`src/rtl/cue_player.sv`:
```
// cue_player -- plays one of three short buzzer cues for the game controller.
//
// A rising edge on st_i while idle latches sel_i and starts a four-slot cue.
// Each slot lasts SLOT_CYC clocks and is either a square-wave tone or a rest.
// busy_o is high while the cue plays. over_o pulses for one cycle when the
// cue finishes. Selecting cue 3 produces only the over_o pulse, with no sound.
//
// Ports:
//   clk_i    system clock, all state on the rising edge
//   rst_ni   asynchronous active-low reset
//   st_i     start request level; a rising edge triggers playback
//   sel_i    cue select: 0 success, 1 fail, 2 victory, 3 silent
//   abort_i  synchronous stop of a playing cue (no over_o pulse)
//   beep_o   square-wave buzzer drive
//   busy_o   high while a cue is playing
//   over_o   one-cycle completion pulse
module cue_player #(
  parameter int SLOT_CYC = 125000,
  parameter int HALF_C5  = 956,
  parameter int HALF_E5  = 758,
  parameter int HALF_G5  = 638,
  parameter int HALF_C6  = 478,
  parameter int HALF_BUZ = 2000
) (
  input  logic       clk_i,
  input  logic       rst_ni,
  input  logic       st_i,
  input  logic [1:0] sel_i,
  input  logic       abort_i,
  output logic       beep_o,
  output logic       busy_o,
  output logic       over_o
);

  // Largest half-period sets the tone counter width. The counter only
  // holds values up to HALF-1, so the ROM stores HALF-1 directly.
  localparam int MAX_A    = (HALF_C5 > HALF_E5) ? HALF_C5 : HALF_E5;
  localparam int MAX_B    = (HALF_G5 > HALF_C6) ? HALF_G5 : HALF_C6;
  localparam int MAX_AB   = (MAX_A > MAX_B) ? MAX_A : MAX_B;
  localparam int HALF_MAX = (MAX_AB > HALF_BUZ) ? MAX_AB : HALF_BUZ;
  localparam int TONE_W   = (HALF_MAX > 1) ? $clog2(HALF_MAX) : 1;
  localparam int CYC_W    = $clog2(SLOT_CYC);

  localparam logic [CYC_W-1:0]  SLOT_LAST = CYC_W'(SLOT_CYC - 1);
  localparam logic [CYC_W-1:0]  CYC_ONE   = CYC_W'(1);
  localparam logic [TONE_W-1:0] TONE_ONE  = TONE_W'(1);
  localparam logic [TONE_W-1:0] M1_C5     = TONE_W'(HALF_C5 - 1);
  localparam logic [TONE_W-1:0] M1_E5     = TONE_W'(HALF_E5 - 1);
  localparam logic [TONE_W-1:0] M1_G5     = TONE_W'(HALF_G5 - 1);
  localparam logic [TONE_W-1:0] M1_C6     = TONE_W'(HALF_C6 - 1);
  localparam logic [TONE_W-1:0] M1_BUZ    = TONE_W'(HALF_BUZ - 1);

  typedef enum logic [1:0] {IDLE, PLAY, DONE} state_e;

  state_e            state_q, state_d;
  logic              stPrev_q, stPrev_d;
  logic [1:0]        sel_q, sel_d;
  logic [1:0]        slot_q, slot_d;
  logic [CYC_W-1:0]  cyc_q, cyc_d;
  logic [TONE_W-1:0] tone_q, tone_d;
  logic              beep_q, beep_d;

  logic              trigger;
  logic              toneOn;
  logic [TONE_W-1:0] halfM1;

  // Cue ROM: for the latched cue and current slot, say whether the slot
  // sounds and give its half-period minus one.
  always_comb begin
    toneOn = 1'b1;
    halfM1 = '0;
    unique case (sel_q)
      2'd0: begin
        unique case (slot_q)
          2'd0:    halfM1 = M1_C5;
          2'd1:    halfM1 = M1_G5;
          default: toneOn = 1'b0;
        endcase
      end
      2'd1: begin
        if (slot_q == 2'd3) toneOn = 1'b0;
        else                halfM1 = M1_BUZ;
      end
      2'd2: begin
        unique case (slot_q)
          2'd0:    halfM1 = M1_C5;
          2'd1:    halfM1 = M1_E5;
          2'd2:    halfM1 = M1_G5;
          default: halfM1 = M1_C6;
        endcase
      end
      default: toneOn = 1'b0;
    endcase
  end

  // Next-state logic. Triggers are only looked at in IDLE, so start edges
  // during playback are simply dropped. Every slot boundary restarts the
  // tone counter with beep low so each tone's first rise lands HALF cycles
  // into its slot.
  always_comb begin
    state_d  = state_q;
    stPrev_d = st_i;
    sel_d    = sel_q;
    slot_d   = slot_q;
    cyc_d    = cyc_q;
    tone_d   = tone_q;
    beep_d   = beep_q;
    trigger  = st_i & ~stPrev_q;

    unique case (state_q)
      IDLE: begin
        if (trigger) begin
          sel_d   = sel_i;
          slot_d  = 2'd0;
          cyc_d   = '0;
          tone_d  = '0;
          beep_d  = 1'b0;
          state_d = (sel_i == 2'd3) ? DONE : PLAY;
        end
      end
      PLAY: begin
        if (abort_i) begin
          state_d = IDLE;
          slot_d  = 2'd0;
          cyc_d   = '0;
          tone_d  = '0;
          beep_d  = 1'b0;
        end else if (cyc_q == SLOT_LAST) begin
          cyc_d  = '0;
          tone_d = '0;
          beep_d = 1'b0;
          if (slot_q == 2'd3) begin
            slot_d  = 2'd0;
            state_d = DONE;
          end else begin
            slot_d = slot_q + 2'd1;
          end
        end else begin
          cyc_d = cyc_q + CYC_ONE;
          if (toneOn) begin
            if (tone_q == halfM1) begin
              tone_d = '0;
              beep_d = ~beep_q;
            end else begin
              tone_d = tone_q + TONE_ONE;
            end
          end
        end
      end
      DONE: begin
        state_d = IDLE;
      end
      default: begin
        state_d = IDLE;
      end
    endcase
  end

  // State register. Reset clears st history too, so a start level already
  // high when reset releases counts as a fresh edge.
  always_ff @(posedge clk_i or negedge rst_ni) begin
    if (!rst_ni) begin
      state_q  <= IDLE;
      stPrev_q <= 1'b0;
      sel_q    <= 2'd0;
      slot_q   <= 2'd0;
      cyc_q    <= '0;
      tone_q   <= '0;
      beep_q   <= 1'b0;
    end else begin
      state_q  <= state_d;
      stPrev_q <= stPrev_d;
      sel_q    <= sel_d;
      slot_q   <= slot_d;
      cyc_q    <= cyc_d;
      tone_q   <= tone_d;
      beep_q   <= beep_d;
    end
  end

  assign beep_o = beep_q;
  assign busy_o = (state_q == PLAY);
  assign over_o = (state_q == DONE);

endmodule
```
`config.mk`:
```
export PLATFORM = sky130hd
export DESIGN_NAME = cue_player
export DESIGN_NICKNAME = d
export VERILOG_FILES = /design/src/rtl/cue_player.sv
export SDC_FILE = /design/constraint.sdc
export NUM_CORES = 1
export LEC_CHECK = 0
export CAP_MARGIN = 5
export CORE_MARGIN = 2
export CORE_UTILIZATION = 61
export DETAILED_ROUTE_END_ITERATION = 6
export PLACE_DENSITY = 0.8
export SYNTH_ARGS = -nofsm -noshare
export SYNTH_HDL_FRONTEND = slang
export SYNTH_SLANG_ARGS = --single-unit
```
`constraint.sdc`:
```
create_clock -name clk_i -period 7 [get_ports clk_i]
set_clock_uncertainty 0.2 [all_clocks]
set_input_delay 1.4 -clock clk_i [delete_from_list [all_inputs] [get_ports clk_i]]
set_output_delay 1.4 -clock clk_i [all_outputs]
set_load 0.05 [all_outputs]
```
==> impl_metrics.json <==
{
  "status": "completed",
  "cell_internal_pwr_uw": 461,
  "grt_pass1_wl_um": 8110,
  "critPathBufInv": 1,
  "r2r_slack_ns": 3.84,
  "drt_iter0_drc": 123,
  "p_comb_share_pct": 46.9,
  "gp_congestion": 0.808,
  "synthDistinctLibCells": 53,
  "rows": 22,
  "fp.dieW_um": 66.1,
  "num_io_pins": 9,
  "yosysWarnings": 0,
  "p_sw_uw": 337,
  "cts_sinks": 36,
  "max_freq_ghz": 0.286,
  "ctsResizeCount": 0,
  "endpoint_kind": "register",
  "r2r_cells": 9,
  "synth_most_common_cell": "dfrtp_1",
  "synth_top_area_cell": "dfrtp_1",
  "vias_per_cell": 6.08,
  "rsz0062_at_grt": "false",
  "vias": 1866,
  "cp.required_ns": 6.95,
  "clkPwrFrac_pct": 18.7,
  "cts_hold_buffers": 0,
  "dr.pass1.iters": 4,
  "crit_chain": "clkdlybuf4s50_1 -> nand2b_1 -> a21oi_1 -> nand3_1 -> nor2_1 -> nand4_1 -> xor2_1 -> nor2_1",
  "worstSetupPathDepth": 8,
  "layout.nets": 273,
  "postPlaceCellArea_mm2": 0.00244,
  "drive_gt1_share_pct": 10.0,
  "die_y_um": 66.1,
  "swShare_pct": 42.3,
  "finalSetupViolations": 0,
  "p_seq_share_pct": 34.5,
  "cts_root_buffer": "clkbuf_8",
  "path_class": "in2reg",
  "cts_tree": "yes",
  "cts.htree.levels": 2,
  "cts_setup_buffers": 0,
  "startpoint": "st_i",
  "whs_path_depth": 1,
  "clk-insertion-delay-late_ns": 0.28,
  "grt_remaining_overflow": 0,
  "p_leak_uw": 0.00109,
  "hold_viol_final": 0,
  "startpoint_type": "input pin",
  "synth-main-ff-cell": "dfrtp_1",
  "stdcell_count": 307,
  "clockBufferDepth": 2,
  "max_cap_violations": 0,
  "io_buffers": 8,
  "placedCellCount": 299,
  "hold_class": "reg2reg",
  "ys_top_cells_by_count": "dfrtp_1, nand2_1, nor2_1",
  "worst-path-max-fanout": 9,
  "worst_pin_slew_ns": 0.781,
  "area_delta_synth_final_pct": 7.39,
  "worstReg2RegEnd": "tone_q[0]",
  "core-area_mm2": 0.00369,
  "path_clk_slew_ns": 0.06,
  "finalCritPeriodShare_pct": 50.0,
  "r2r_start": "slot_q[0]",
  "crit_slowest_cell": "a21oi_1",
  "fin_crit_ns": 3.50,
  "cts-buffers-inserted": 5,
  "fin_area_mm2": 0.00253,
  "synth.avg_cell_area_um2": 9.41,
  "worst_path_most_repeated_cell": "nor2_1",
  "place_hpwl_um": 3260,
  "drt-total-wl_um": 4540,
  "dieArea_mm2": 0.00437,
  "vdd_drop_max_uv": 202,
  "grt_pass1_vias": 1791,
  "setup_tns_ns": 0,
  "final_max_slew_viol_count": 0,
  "syn_area_mm2": 0.00235,
  "async_reset_ff_share_pct": 100,
  "diodes": 0,
  "ant_nets": 0,
  "power_density_mw_per_mm2": 316,
  "cpLargestDelayFamily": "simple AND/OR/NAND/NOR gates",
  "max_slew_margin_pct": 47.9,
  "syn_nets": 265,
  "finalPower_uw": 799,
  "synthTopCellsByArea": "dfrtp_1, ha_1, a22o_1",
  "start_util_pct": 63.8,
  "crit_path_max_incr_delay_ns": 0.60,
  "route.detailed.drc": 0,
  "synth_top_area_share_pct": 38.3,
  "endpoint": "cyc_q[11]",
  "holdWs_ns": 0.330,
  "wl_per_cell_um": 14.8,
  "cp.arrival_ns": 3.45,
  "grt_antenna_before_repair": 0,
  "syn_inst": 250,
  "synth-edff-count": 0,
  "synth-seq-cells": 36,
  "track_usage_pct": 24.4,
  "yosysSeqAreaShare_pct": 38.3,
  "grt_max_degree": 37
}
==> placed cells by master, fill, tap and decap left out, types with 9 or more instances in the layout <==
| cell type | n |
|---|---|
| ha_1 | 9 |
| nand2_1 | 21 |
| o21ai_0 | 10 |
| a21oi_1 | 9 |
| nor2_1 | 18 |
| nor2b_1 | 9 |
| dfrtp_1 | 36 |
| o31ai_1 | 10 |
| nand3_1 | 14 |
| a22o_1 | 9 |
==> per-layer routing <==
layer	track usage (%)	vias to the layer above	wire length, um
met5	0	-	0
met4	7.40	0	74
met3	5.45	9	145
met2	40.4	39	2240
met1	32.0	887	2080
li1	-	931	-
==> stage by stage <==
step | worst slack [ns] | utilization [%]
4_1_cts | 3.52 | 68.5
2_1_floorplan | 4.04 | -
3_5_place_dp | 3.21 | 66.0
3_3_place_gp | 3.29 | 66.0
6_report | 3.50 | 68.5
5_1_grt | 3.25 | 68.5
==> final cells by class <==
type | count | area (um2)
Multi-Input combinational cell | 198 | 1360
Fill cell | 300 | 1160
Sequential cell | 36 | 901
Clock buffer | 8 | 90.1
Timing Repair Buffer | 9 | 82.6
Tap cell | 48 | 60.1
Inverter | 8 | 30.0
==> worst reg2reg max path, delay by kind of cell, from the launching register on <==
family	cells	cell delay, ns
muxes	2	0.55
DFF	1	0.43
and+or+nand+nor	4	1.33
AOI/OAI and AO/OA	1	0.10
buffers and inverters	1	0.13
adders and majority gates	1	0.31
==> state kept, by name, summed over array words and instances, names as in the netlist <==
register	cells
beep_o	1
stPrev_q	1
sel_q	2
cyc_q	17
state_q	2
slot_q	2
tone_q	11
==> logic make-up after synthesis <==
kind of cell / after synthesis / synth area share, %
flip-flops: 36 / 38.3
adder cells (fa/ha/maj): 9 / 4.79
buffers and inverters: 16 / 3.78
AND/OR/NAND/NOR: 112 / 27.0
XOR/XNOR: 11 / 4.10
multiplexers: 6 / 3.30
AO/OA/AOI/OAI: 60 / 18.8
==> power groups by stage <==
| stage | logic [uW] | registers [uW] | clock network (uW) |
|---|---|---|---|
| CTS | 376 | 275 | 154 |
| detailed placement | 375 | 279 | 0 |
| global route | 417 | 282 | 163 |
| global placement | 368 | 278 | 0 |
| floorplan | 338 | 256 | 0 |
| finish | 374 | 275 | 149 |
==> worst min-delay path by stage <==
stage | startpoint | end | slack [ns]
floorplan | cyc_q[4] | cyc_q[4] | 0.26
global placement | cyc_q[4] | cyc_q[4] | 0.31
detailed placement | cyc_q[4] | cyc_q[4] | 0.32
CTS | cyc_q[4] | cyc_q[4] | 0.32
global route | cyc_q[4] | cyc_q[4] | 0.36
finish | cyc_q[4] | cyc_q[4] | 0.33
Note: power is estimated with default switching activity, not from simulation.
